[src/rtl/control_pkg.sv]
// Shared types for the hardwired control unit: step states, instruction
// opcodes and the bundle of per-cycle datapath strobes.
package control_pkg;

    typedef enum logic [3:0] {
        RESET, T0, T1, T2, T3, T4, T5, T6, T7, HALT
    } state_t;

    localparam logic [4:0] OP_LD   = 5'b00000;
    localparam logic [4:0] OP_LDI  = 5'b00001;
    localparam logic [4:0] OP_ST   = 5'b00010;
    localparam logic [4:0] OP_ADD  = 5'b00011;
    localparam logic [4:0] OP_SUB  = 5'b00100;
    localparam logic [4:0] OP_AND  = 5'b00101;
    localparam logic [4:0] OP_OR   = 5'b00110;
    localparam logic [4:0] OP_SHR  = 5'b00111;
    localparam logic [4:0] OP_SHRA = 5'b01000;
    localparam logic [4:0] OP_SHL  = 5'b01001;
    localparam logic [4:0] OP_ROR  = 5'b01010;
    localparam logic [4:0] OP_ROL  = 5'b01011;
    localparam logic [4:0] OP_ADDI = 5'b01100;
    localparam logic [4:0] OP_ANDI = 5'b01101;
    localparam logic [4:0] OP_ORI  = 5'b01110;
    localparam logic [4:0] OP_MUL  = 5'b01111;
    localparam logic [4:0] OP_DIV  = 5'b10000;
    localparam logic [4:0] OP_NEG  = 5'b10001;
    localparam logic [4:0] OP_NOT  = 5'b10010;
    localparam logic [4:0] OP_BR   = 5'b10011;
    localparam logic [4:0] OP_JR   = 5'b10100;
    localparam logic [4:0] OP_IN   = 5'b10110;
    localparam logic [4:0] OP_OUT  = 5'b10111;
    localparam logic [4:0] OP_MFHI = 5'b11000;
    localparam logic [4:0] OP_MFLO = 5'b11001;
    localparam logic [4:0] OP_NOP  = 5'b11010;
    localparam logic [4:0] OP_HALT = 5'b11011;
    localparam logic [4:0] ALU_INC = 5'b11111;

    typedef struct packed {
        logic gra, grb, grc, rin, rout, baout, cout;
        logic pcin, pcout, irin, marin, mdrin, mdrout, yin, zin;
        logic zhighout, zlowout, hiin, hiout, loin, loout;
        logic read, write, conin, outportin, inportout;
        logic [4:0] opcode;
    } ctrl_t;

endpackage

[src/rtl/control_sequencer_step_decoder.sv]
// Combinational micro-step table: (step, opcode, CON_FF) -> strobes plus
// whether this step ends the instruction or enters HALT.
module step_decoder
    import control_pkg::*;
(
    input  state_t     state,
    input  logic [4:0] op,
    input  logic       con_ff,
    output ctrl_t      ctrl,
    output logic       last,
    output logic       halt
);

    always_comb begin
        ctrl = '0;
        last = 1'b0;
        halt = 1'b0;
        case (state)
            T0: begin ctrl.pcout = 1'b1; ctrl.marin = 1'b1; ctrl.zin = 1'b1; ctrl.opcode = ALU_INC; end
            T1: begin ctrl.zlowout = 1'b1; ctrl.pcin = 1'b1; ctrl.read = 1'b1; ctrl.mdrin = 1'b1; end
            T2: begin ctrl.mdrout = 1'b1; ctrl.irin = 1'b1; end
            T3: case (op) inside
                OP_LD, OP_LDI, OP_ST: begin ctrl.grb = 1'b1; ctrl.baout = 1'b1; ctrl.yin = 1'b1; end
                [OP_ADD:OP_ROL], OP_ADDI, OP_ANDI, OP_ORI:
                    begin ctrl.grb = 1'b1; ctrl.rout = 1'b1; ctrl.yin = 1'b1; end
                OP_MUL, OP_DIV: begin ctrl.gra = 1'b1; ctrl.rout = 1'b1; ctrl.yin = 1'b1; end
                OP_NEG, OP_NOT: begin ctrl.grb = 1'b1; ctrl.rout = 1'b1; ctrl.zin = 1'b1; ctrl.opcode = op; end
                OP_BR:   begin ctrl.gra = 1'b1; ctrl.rout = 1'b1; ctrl.conin = 1'b1; end
                OP_JR:   begin ctrl.gra = 1'b1; ctrl.rout = 1'b1; ctrl.pcin = 1'b1; last = 1'b1; end
                OP_IN:   begin ctrl.inportout = 1'b1; ctrl.gra = 1'b1; ctrl.rin = 1'b1; last = 1'b1; end
                OP_OUT:  begin ctrl.gra = 1'b1; ctrl.rout = 1'b1; ctrl.outportin = 1'b1; last = 1'b1; end
                OP_MFHI: begin ctrl.hiout = 1'b1; ctrl.gra = 1'b1; ctrl.rin = 1'b1; last = 1'b1; end
                OP_MFLO: begin ctrl.loout = 1'b1; ctrl.gra = 1'b1; ctrl.rin = 1'b1; last = 1'b1; end
                OP_HALT: halt = 1'b1;
                default: last = 1'b1;  // nop and unassigned opcodes
            endcase
            T4: case (op) inside
                OP_LD, OP_LDI, OP_ST: begin ctrl.cout = 1'b1; ctrl.zin = 1'b1; ctrl.opcode = OP_ADD; end
                [OP_ADD:OP_ROL]: begin ctrl.grc = 1'b1; ctrl.rout = 1'b1; ctrl.zin = 1'b1; ctrl.opcode = op; end
                OP_ADDI, OP_ANDI, OP_ORI: begin
                    ctrl.cout = 1'b1; ctrl.zin = 1'b1;
                    ctrl.opcode = (op == OP_ADDI) ? OP_ADD : (op == OP_ANDI) ? OP_AND : OP_OR;
                end
                OP_MUL, OP_DIV: begin ctrl.grb = 1'b1; ctrl.rout = 1'b1; ctrl.zin = 1'b1; ctrl.opcode = op; end
                OP_NEG, OP_NOT: begin ctrl.zlowout = 1'b1; ctrl.gra = 1'b1; ctrl.rin = 1'b1; last = 1'b1; end
                OP_BR:   begin ctrl.pcout = 1'b1; ctrl.yin = 1'b1; end
                default: last = 1'b1;
            endcase
            T5: case (op) inside
                OP_LD, OP_ST: begin ctrl.zlowout = 1'b1; ctrl.marin = 1'b1; end
                OP_LDI, [OP_ADD:OP_ROL], OP_ADDI, OP_ANDI, OP_ORI:
                    begin ctrl.zlowout = 1'b1; ctrl.gra = 1'b1; ctrl.rin = 1'b1; last = 1'b1; end
                OP_MUL, OP_DIV: begin ctrl.zlowout = 1'b1; ctrl.loin = 1'b1; end
                OP_BR:   begin ctrl.cout = 1'b1; ctrl.zin = 1'b1; ctrl.opcode = OP_ADD; end
                default: last = 1'b1;
            endcase
            T6: case (op)
                OP_LD:   begin ctrl.read = 1'b1; ctrl.mdrin = 1'b1; end
                OP_ST:   begin ctrl.gra = 1'b1; ctrl.rout = 1'b1; ctrl.mdrin = 1'b1; end
                OP_MUL, OP_DIV: begin ctrl.zhighout = 1'b1; ctrl.hiin = 1'b1; last = 1'b1; end
                // Branch spends this cycle either way so latency is fixed.
                OP_BR:   begin ctrl.zlowout = con_ff; ctrl.pcin = con_ff; last = 1'b1; end
                default: last = 1'b1;
            endcase
            T7: begin
                last = 1'b1;
                if (op == OP_LD) begin ctrl.mdrout = 1'b1; ctrl.gra = 1'b1; ctrl.rin = 1'b1; end
                if (op == OP_ST) ctrl.write = 1'b1;
            end
            default: ;
        endcase
    end

endmodule

[src/rtl/control_sequencer.sv]
// Hardwired control unit: owns the step register, Stop and HALT handling,
// and drives the datapath strobes decoded by step_decoder.
module control_sequencer
    import control_pkg::*;
#(
    parameter int OPW = 5,
    parameter int IRW = 32
) (
    input  logic           clk,
    input  logic           clr,
    input  logic [IRW-1:0] IR,
    input  logic           CON_FF,
    input  logic           Stop,
    output logic           Run,
    output logic           Clear,
    output logic           Gra, Grb, Grc, Rin, Rout, BAout, Cout,
    output logic           PCin, PCout, IRin, MARin, MDRin, MDRout, Yin, Zin,
    output logic           Zhighout, Zlowout, HIin, HIout, LOin, LOout,
    output logic           Read, Write,
    output logic           CONin, OutportIn, InPortout,
    output logic [OPW-1:0] OpCode
);

    state_t state;
    logic   stopped;
    ctrl_t  dec_ctrl, c;
    logic   dec_last, dec_halt;
    logic   unused_ir;

    assign unused_ir = ^IR[IRW-OPW-1:0];

    step_decoder u_dec (
        .state  (state),
        .op     (IR[IRW-1 -: OPW]),
        .con_ff (CON_FF),
        .ctrl   (dec_ctrl),
        .last   (dec_last),
        .halt   (dec_halt)
    );

    // Stop parks the machine in T0; stopped masks that T0's strobes.
    always_ff @(posedge clk or negedge clr) begin
        if (!clr) begin
            state   <= RESET;
            stopped <= 1'b0;
        end else begin
            case (state)
                RESET: state <= T0;
                HALT:  state <= HALT;
                T0: begin
                    if (stopped)   stopped <= Stop;
                    else if (Stop) stopped <= 1'b1;
                    else           state   <= T1;
                end
                default: begin
                    if (dec_halt)      state <= HALT;
                    else if (dec_last) state <= T0;
                    else               state <= state_t'(state + 4'd1);
                end
            endcase
        end
    end

    assign c     = (state == T0 && stopped) ? '0 : dec_ctrl;
    assign Clear = (state == RESET);
    assign Run   = !(state == RESET || state == HALT || (state == T0 && stopped));

    assign Gra       = c.gra;
    assign Grb       = c.grb;
    assign Grc       = c.grc;
    assign Rin       = c.rin;
    assign Rout      = c.rout;
    assign BAout     = c.baout;
    assign Cout      = c.cout;
    assign PCin      = c.pcin;
    assign PCout     = c.pcout;
    assign IRin      = c.irin;
    assign MARin     = c.marin;
    assign MDRin     = c.mdrin;
    assign MDRout    = c.mdrout;
    assign Yin       = c.yin;
    assign Zin       = c.zin;
    assign Zhighout  = c.zhighout;
    assign Zlowout   = c.zlowout;
    assign HIin      = c.hiin;
    assign HIout     = c.hiout;
    assign LOin      = c.loin;
    assign LOout     = c.loout;
    assign Read      = c.read;
    assign Write     = c.write;
    assign CONin     = c.conin;
    assign OutportIn = c.outportin;
    assign InPortout = c.inportout;
    assign OpCode    = c.opcode;

endmodule

[config.mk]
export PLATFORM = sky130hd
export DESIGN_NAME = control_sequencer
export DESIGN_NICKNAME = d
export VERILOG_FILES = /design/src/rtl/control_pkg.sv /design/src/rtl/control_sequencer_step_decoder.sv /design/src/rtl/control_sequencer.sv
export SDC_FILE = /design/constraint.sdc
export NUM_CORES = 1
export LEC_CHECK = 0
export CORE_ASPECT_RATIO = 0.8
export CORE_MARGIN = 3
export CORE_UTILIZATION = 37
export DETAILED_ROUTE_END_ITERATION = 16
export PLACE_DENSITY = 0.85
export SETUP_SLACK_MARGIN = 0.05
export SLEW_MARGIN = 20
export SYNTH_ARGS = -nofsm -noshare
export SYNTH_HDL_FRONTEND = slang
export SYNTH_SLANG_ARGS = --single-unit
[constraint.sdc]
create_clock -name clk -period 2.2 [get_ports clk]
set_input_delay 0.22 -clock clk [delete_from_list [all_inputs] [get_ports clk]]
set_output_delay 0.22 -clock clk [all_outputs]
set_load 0.01 [all_outputs]
* After elaboration in Yosys (flattened, before gate mapping)
Index checks and enable logic that the tools add are counted.
** Storage, ports and cells
- Flip-flop bits (word level) :: 5
- Input port bits :: 36
- Output and inout bits :: 33
- Word-level logic and storage cells :: 237
** Cells by class
- Add/subtract/negate cells :: 1
- $lt $le $gt $ge :: 2
- Eq/ne operators :: 27
- Muxes and demuxes :: 190
- Reductions and logical operators :: 15
** Operators with widths (number)
- $mux 1 :: 153
- $mux 5 :: 12
- $eq 5x5->1 const B :: 10
- $mux 31 :: 1
- $eq 5x4->1 const B :: 4
- $pmux 5 s4 :: 1
- $eq 4x3->1 const B :: 4
- $mux 4 :: 4
- $pmux 1 s2 :: 8
- $pmux 1 s4 :: 3
- $pmux 4 s3 :: 1
- $pmux 1 s5 :: 2
- $eq 4x2->1 const B :: 2
- $eq 4x4->1 const B :: 2
- $pmux 1 s3 :: 2
- $reduce_or 2->1 :: 3
- $reduce_or 3->1 :: 2
- $eq 5x1->1 const B :: 1
- $eq 5x2->1 const B :: 1
- $ge 5x2->1 const B :: 1
- $le 5x4->1 const B :: 1
- $logic_not 5->1 :: 1
- $reduce_or 5->1 :: 1
- $add 4x1->4 const B :: 1
- other kinds (10) :: 14

* Depth between registers and ports, before layout
- Depth after elaboration :: 16
- Mapped depth :: 8
- Mapped depth without buffers :: 7

* Cells and area by module
Synthesis repeated with hierarchy kept, for this count alone.
** Unflattened totals
- Cell total of the unflattened synthesis :: 224
- Area total of the unflattened synthesis :: 1577.8 sq um
** Modules (own cells, without submodules)
- step_decoder :: instances 1, cells an instance 154, area each 933.4 sq um, seq. area each 0.0 sq um
- control_sequencer :: instances 1, cells an instance 70, area each 644.4 sq um, seq. area each 125.1 sq um

* Worst setup path before layout
Ideal clock, no wire load.
- Path type :: register -> output
- From :: register state[1]
- To :: output port OpCode[0]
- Arrival time :: 1.629 ns
- Required time :: 1.980 ns
- Slack :: 0.351 ns
- Cell stages (with the launch flop) :: 9
- Buffers on the path :: 1
- Path through :: dfrtp_1 > inv_1 > ha_1 > clkbuf_1 > and4bb_2 > o21ai_0 > o31a_1 > nand2_1 > o2bb2ai_1
** Between the ends
- Word-level cells in the longest chain between the ends :: 3
- Elaborated cells on any way between the ends :: 7
- Those cells by class :: eq/ne: 4; mux: 2; reduce/logical: 1
** Ends and longest elaborated chain
- from (decl) :: line control_sequencer.sv:24 : state_t state;
- from (signal assigned) :: line control_sequencer.sv:58 : else state <= state_t'(state + 4'd1);
- $eq 4x3->1 / $eq 4x1->1 (equally long branches) :: line control_sequencer_step_decoder.sv:18, control_sequencer.sv:64
- $pmux 5 s4 / $logic_and 1x1->1 (equally long branches) :: line control_sequencer_step_decoder.sv:18, control_sequencer.sv:64
- $mux 31 * :: line control_sequencer.sv:64 : assign c = (state == T0 && stopped) ? '0 : dec_ctrl;
- to (decl) :: line control_sequencer.sv:21 : output logic [OPW-1:0] OpCode
Every way passes the cells marked *; elsewhere a longest branch is shown, timed or not.

* Worst setup path after layout
- From :: input port IR[30]
- To :: output port Gra
** Between the ends
- Word-level cells in the longest chain between the ends :: 13
- Elaborated cells on any way between the ends :: 47
- Those cells by class :: order compare: 2; eq/ne: 15; mux: 21; reduce/logical: 9
** Ends and longest elaborated chain
- from (decl) :: line control_sequencer.sv:11 : input logic [IRW-1:0] IR,
- $eq 5x5->1 (no line)
- $mux 1 (10 in series) :: line control_sequencer_step_decoder.sv:22 : T3: case (op) inside
- $pmux 1 s5 * :: line control_sequencer_step_decoder.sv:18 : case (state)
- $mux 31 * :: line control_sequencer.sv:64
- to (decl) :: line control_sequencer.sv:16 : output logic Gra, Grb, Grc, Rin, Rout, BAout, Cout,
Marks and branches as above.

==> run metrics <==
status finished, final reports clean; EDFF count, synth 0; layout cells sized above 1 0.449; worst reg2reg path endpoint state[1]; Die Wd 67.5 um; CTS tree yes; Setup crit end kind output pin; Tot Pwr 0.00192 W; via density per instance 6.39; largest family of logic cells by synthesized area compound AO/OA/AOI/OAI gates; multiplexer share of the synthesized area 0.0100; Initial Utilization 0.396; worst skew pair latency 0.24 ns; RR Startpoint state[0]; sequential fraction of the synthesis area 0.112; RSZ-0062 raised after global routing yes; cell breakdown of the critical path clkdlybuf4s50_1, buf_4, buf_4, a31oi_1, o211a_1, nor3_2, nand3_1, clkdlybuf4s15_2; CP required 1.98 ns; fmax 0.462 GHz; Final Util 0.755; final clock skew 0.00422 ns; All-Layer GR Usage 0.303; Top cell by count, worst path buf_4; Die Y 55.2 um; Ports 69; final hold vios 0; WL final 5.98 mm; origin of the worst setup path IR[30]; synthesized area 1120 um2; crit start category primary input; post-synthesis simple-gate area fraction 0.358; Min Clock Period, post-route 2.16 ns; CTS root buffer clkbuf_8; hold buffer count at cts 0; first-pass GRT wire length 8.67 mm; largest net degree at the start of global routing 12; CP top delay family buffers and inverters; worst-path fanout max 9; Worst-path clk slew 0.04 ns; Hold WC Path Type primary input to async pin; drt drc 0; Clock Path Buffers 2; Slew Viols, Final 0; reg-to-reg setup timing slack 0.34 ns; grt met1 use 0.386; Rel. slew slack 0.708; remaining antenna violation count after routing 0; Adder-Cell Fraction of Synth Area 0.0446; Final GP Congestion 1.04; crit path kind primary input to output pin; Final setup viols 0; Num CTS Buffers 3; TritonRoute pass-1 iters 8; H-Tree Depth 1; Std-Cell Rows 17; Hold WS 0.210 ns; vias in the first global route 1,857; met3 Use GR 0.104; buffer and inverter count on the worst path 4; PD cells 900 nW/um2; GR peak layer met2; crit share post-route 0.984; Final #Nets 306; Worst path max stage delay 0.43 ns; dpl hpwl 3.81 mm; Iteration-0 DRC Markers 237; slowest CP cell clkdlybuf4s50_1; syn nets 212; # port buffers 41; Syn-to-layout area delta 90.5%; VDD IR max 0.795 mV; reg2reg path depth 9; Worst Path Arrival 1.94 ns; clock sink count 5; Async SR Flop Fraction 1.00; Post-Syn Area per Cell 6.52 um2; Post-Synth XOR/XNOR Area 0.0156; initial antenna violation count 0; total gr overflow 0; static leakage 1.03 nW; Core ar. 2830 um2; Ys Warns 0; Top FF cell, synth dfrtp_1; ant diodes 0; Vias 1,937; worst-margin pin slew 0.436 ns; FILL cells 198; FF+latch count, synth 5; Distinct cells, synth 46; DR WL/cell 19.7 um; Post-Synthesis Cells 172; die footprint 3730 um2; Max Cap Viol 0; setup_tns 0 ns; complex-gate fraction of the synthesized area 0.374; met2 Usage GRT 0.438
==> sequential cells by signal (all words and copies together), names as in the netlist <==
name,count
state,4
stopped,1
==> cell usage after synthesis, types with 3 or more instances <==
master,number,area [um2]
nand4_1,4,25.0
o211ai_1,3,22.5
nand2_1,17,63.8
nor2_1,19,71.3
and3_1,3,18.8
a31oi_1,5,31.3
nor2b_1,4,25.0
inv_1,6,22.5
or2_1,3,18.8
ha_1,4,50.1
o22ai_1,4,25.0
buf_2,5,25.0
o2bb2ai_1,3,26.3
o21ai_1,3,15.0
nand3_1,10,50.1
and2_1,4,25.0
a21oi_1,10,50.1
o31ai_1,3,22.5
dfrtp_1,5,125
o21ai_0,10,50.1
nor3_1,6,30.0
clkbuf_1,8,30.0
==> per-stage QoR <==
stage          instances  cell area [um2]  setup WS [ns]
3_3_place_gp         295             1950         -0.283
2_1_floorplan        172             1120          0.351
5_1_grt              303             2140        -0.0154
6_report             303             2140         0.0362
4_1_cts              302             2080         -0.186
3_5_place_dp         295             1950         -0.345
==> power breakdown <==
group          leakage [nW]  internal, W  total, W  switching (W)
registers            0.0617     0.000136  0.000172      0.0000359
clock network        0.0228     0.000125  0.000182      0.0000566
logic                 0.943     0.000747   0.00157       0.000822
total                  1.03      0.00101   0.00192       0.000915
==> repair_timing <==
action	CTS	global route
cloned	0	0
resized for setup	67	46
endpoints found under the setup margin	31	24
buffers inserted	3	1
pin swaps	4	4
==> worst max path at each step <==
stage                           end  slack [ns]  depth (start not counted)
after floorplan           OpCode[0]        0.35                          8
after global placement          Grb       -0.28                          6
after detailed placement  OpCode[0]       -0.34                          7
after CTS                       Zin       -0.19                          7
after global routing         MDRout       -0.02                          7
final                           Gra        0.04                          8
==> cell usage in the layout (no fill, tap or decap), types with 3 or more instances in the layout <==
master,instances
clkdlybuf4s15_1,3
o21ai_0,10
dlymetal6s2s_1,4
clkdlybuf4s50_1,6
a21oi_1,10
nand4_1,4
clkbuf_8,3
ha_4,3
inv_1,4
o211ai_1,3
o2bb2ai_1,3
o22ai_1,3
nor2_1,15
dfrtp_1,5
nand2_1,15
dlygate4sd2_1,13
nor2_2,4
buf_4,62
a31oi_1,5
nand3_1,9
clkbuf_2,12
==> routing by layer <==
layer | wire [um] | share of wire
met5 | 13 | 0.0022
met4 | 318 | 0.053
met1 | 2360 | 0.40
met2 | 2520 | 0.42
met3 | 755 | 0.13
==> final cells by class <==
cell class	count	area, um2	area share
Tap cell	38	47.5	0.0223
Multi-Input combinational cell	146	1080	0.507
Clock buffer	4	45.0	0.0211
Sequential cell	5	125	0.0586
Inverter	6	22.5	0.0105
Timing Repair Buffer	104	812	0.380
==> logic make-up after synthesis <==
group	count (synthesis)
simple gates	80
compound gates	59
buf+inv	21
flops	5
fa+ha+maj	4
xor+xnor	2
mux	1
==> worst reg2reg max path: cells and delay by family, from the launching register on <==
| family | cells | cell delay [ns] |
|---|---|---|
| fa+ha+maj | 1 | 0.20 |
| flops | 1 | 0.41 |
| compound gates | 2 | 0.38 |
| simple gates | 3 | 0.32 |
| buf+inv | 3 | 0.46 |
No activity file was read; power rests on OpenSTA's default activity.
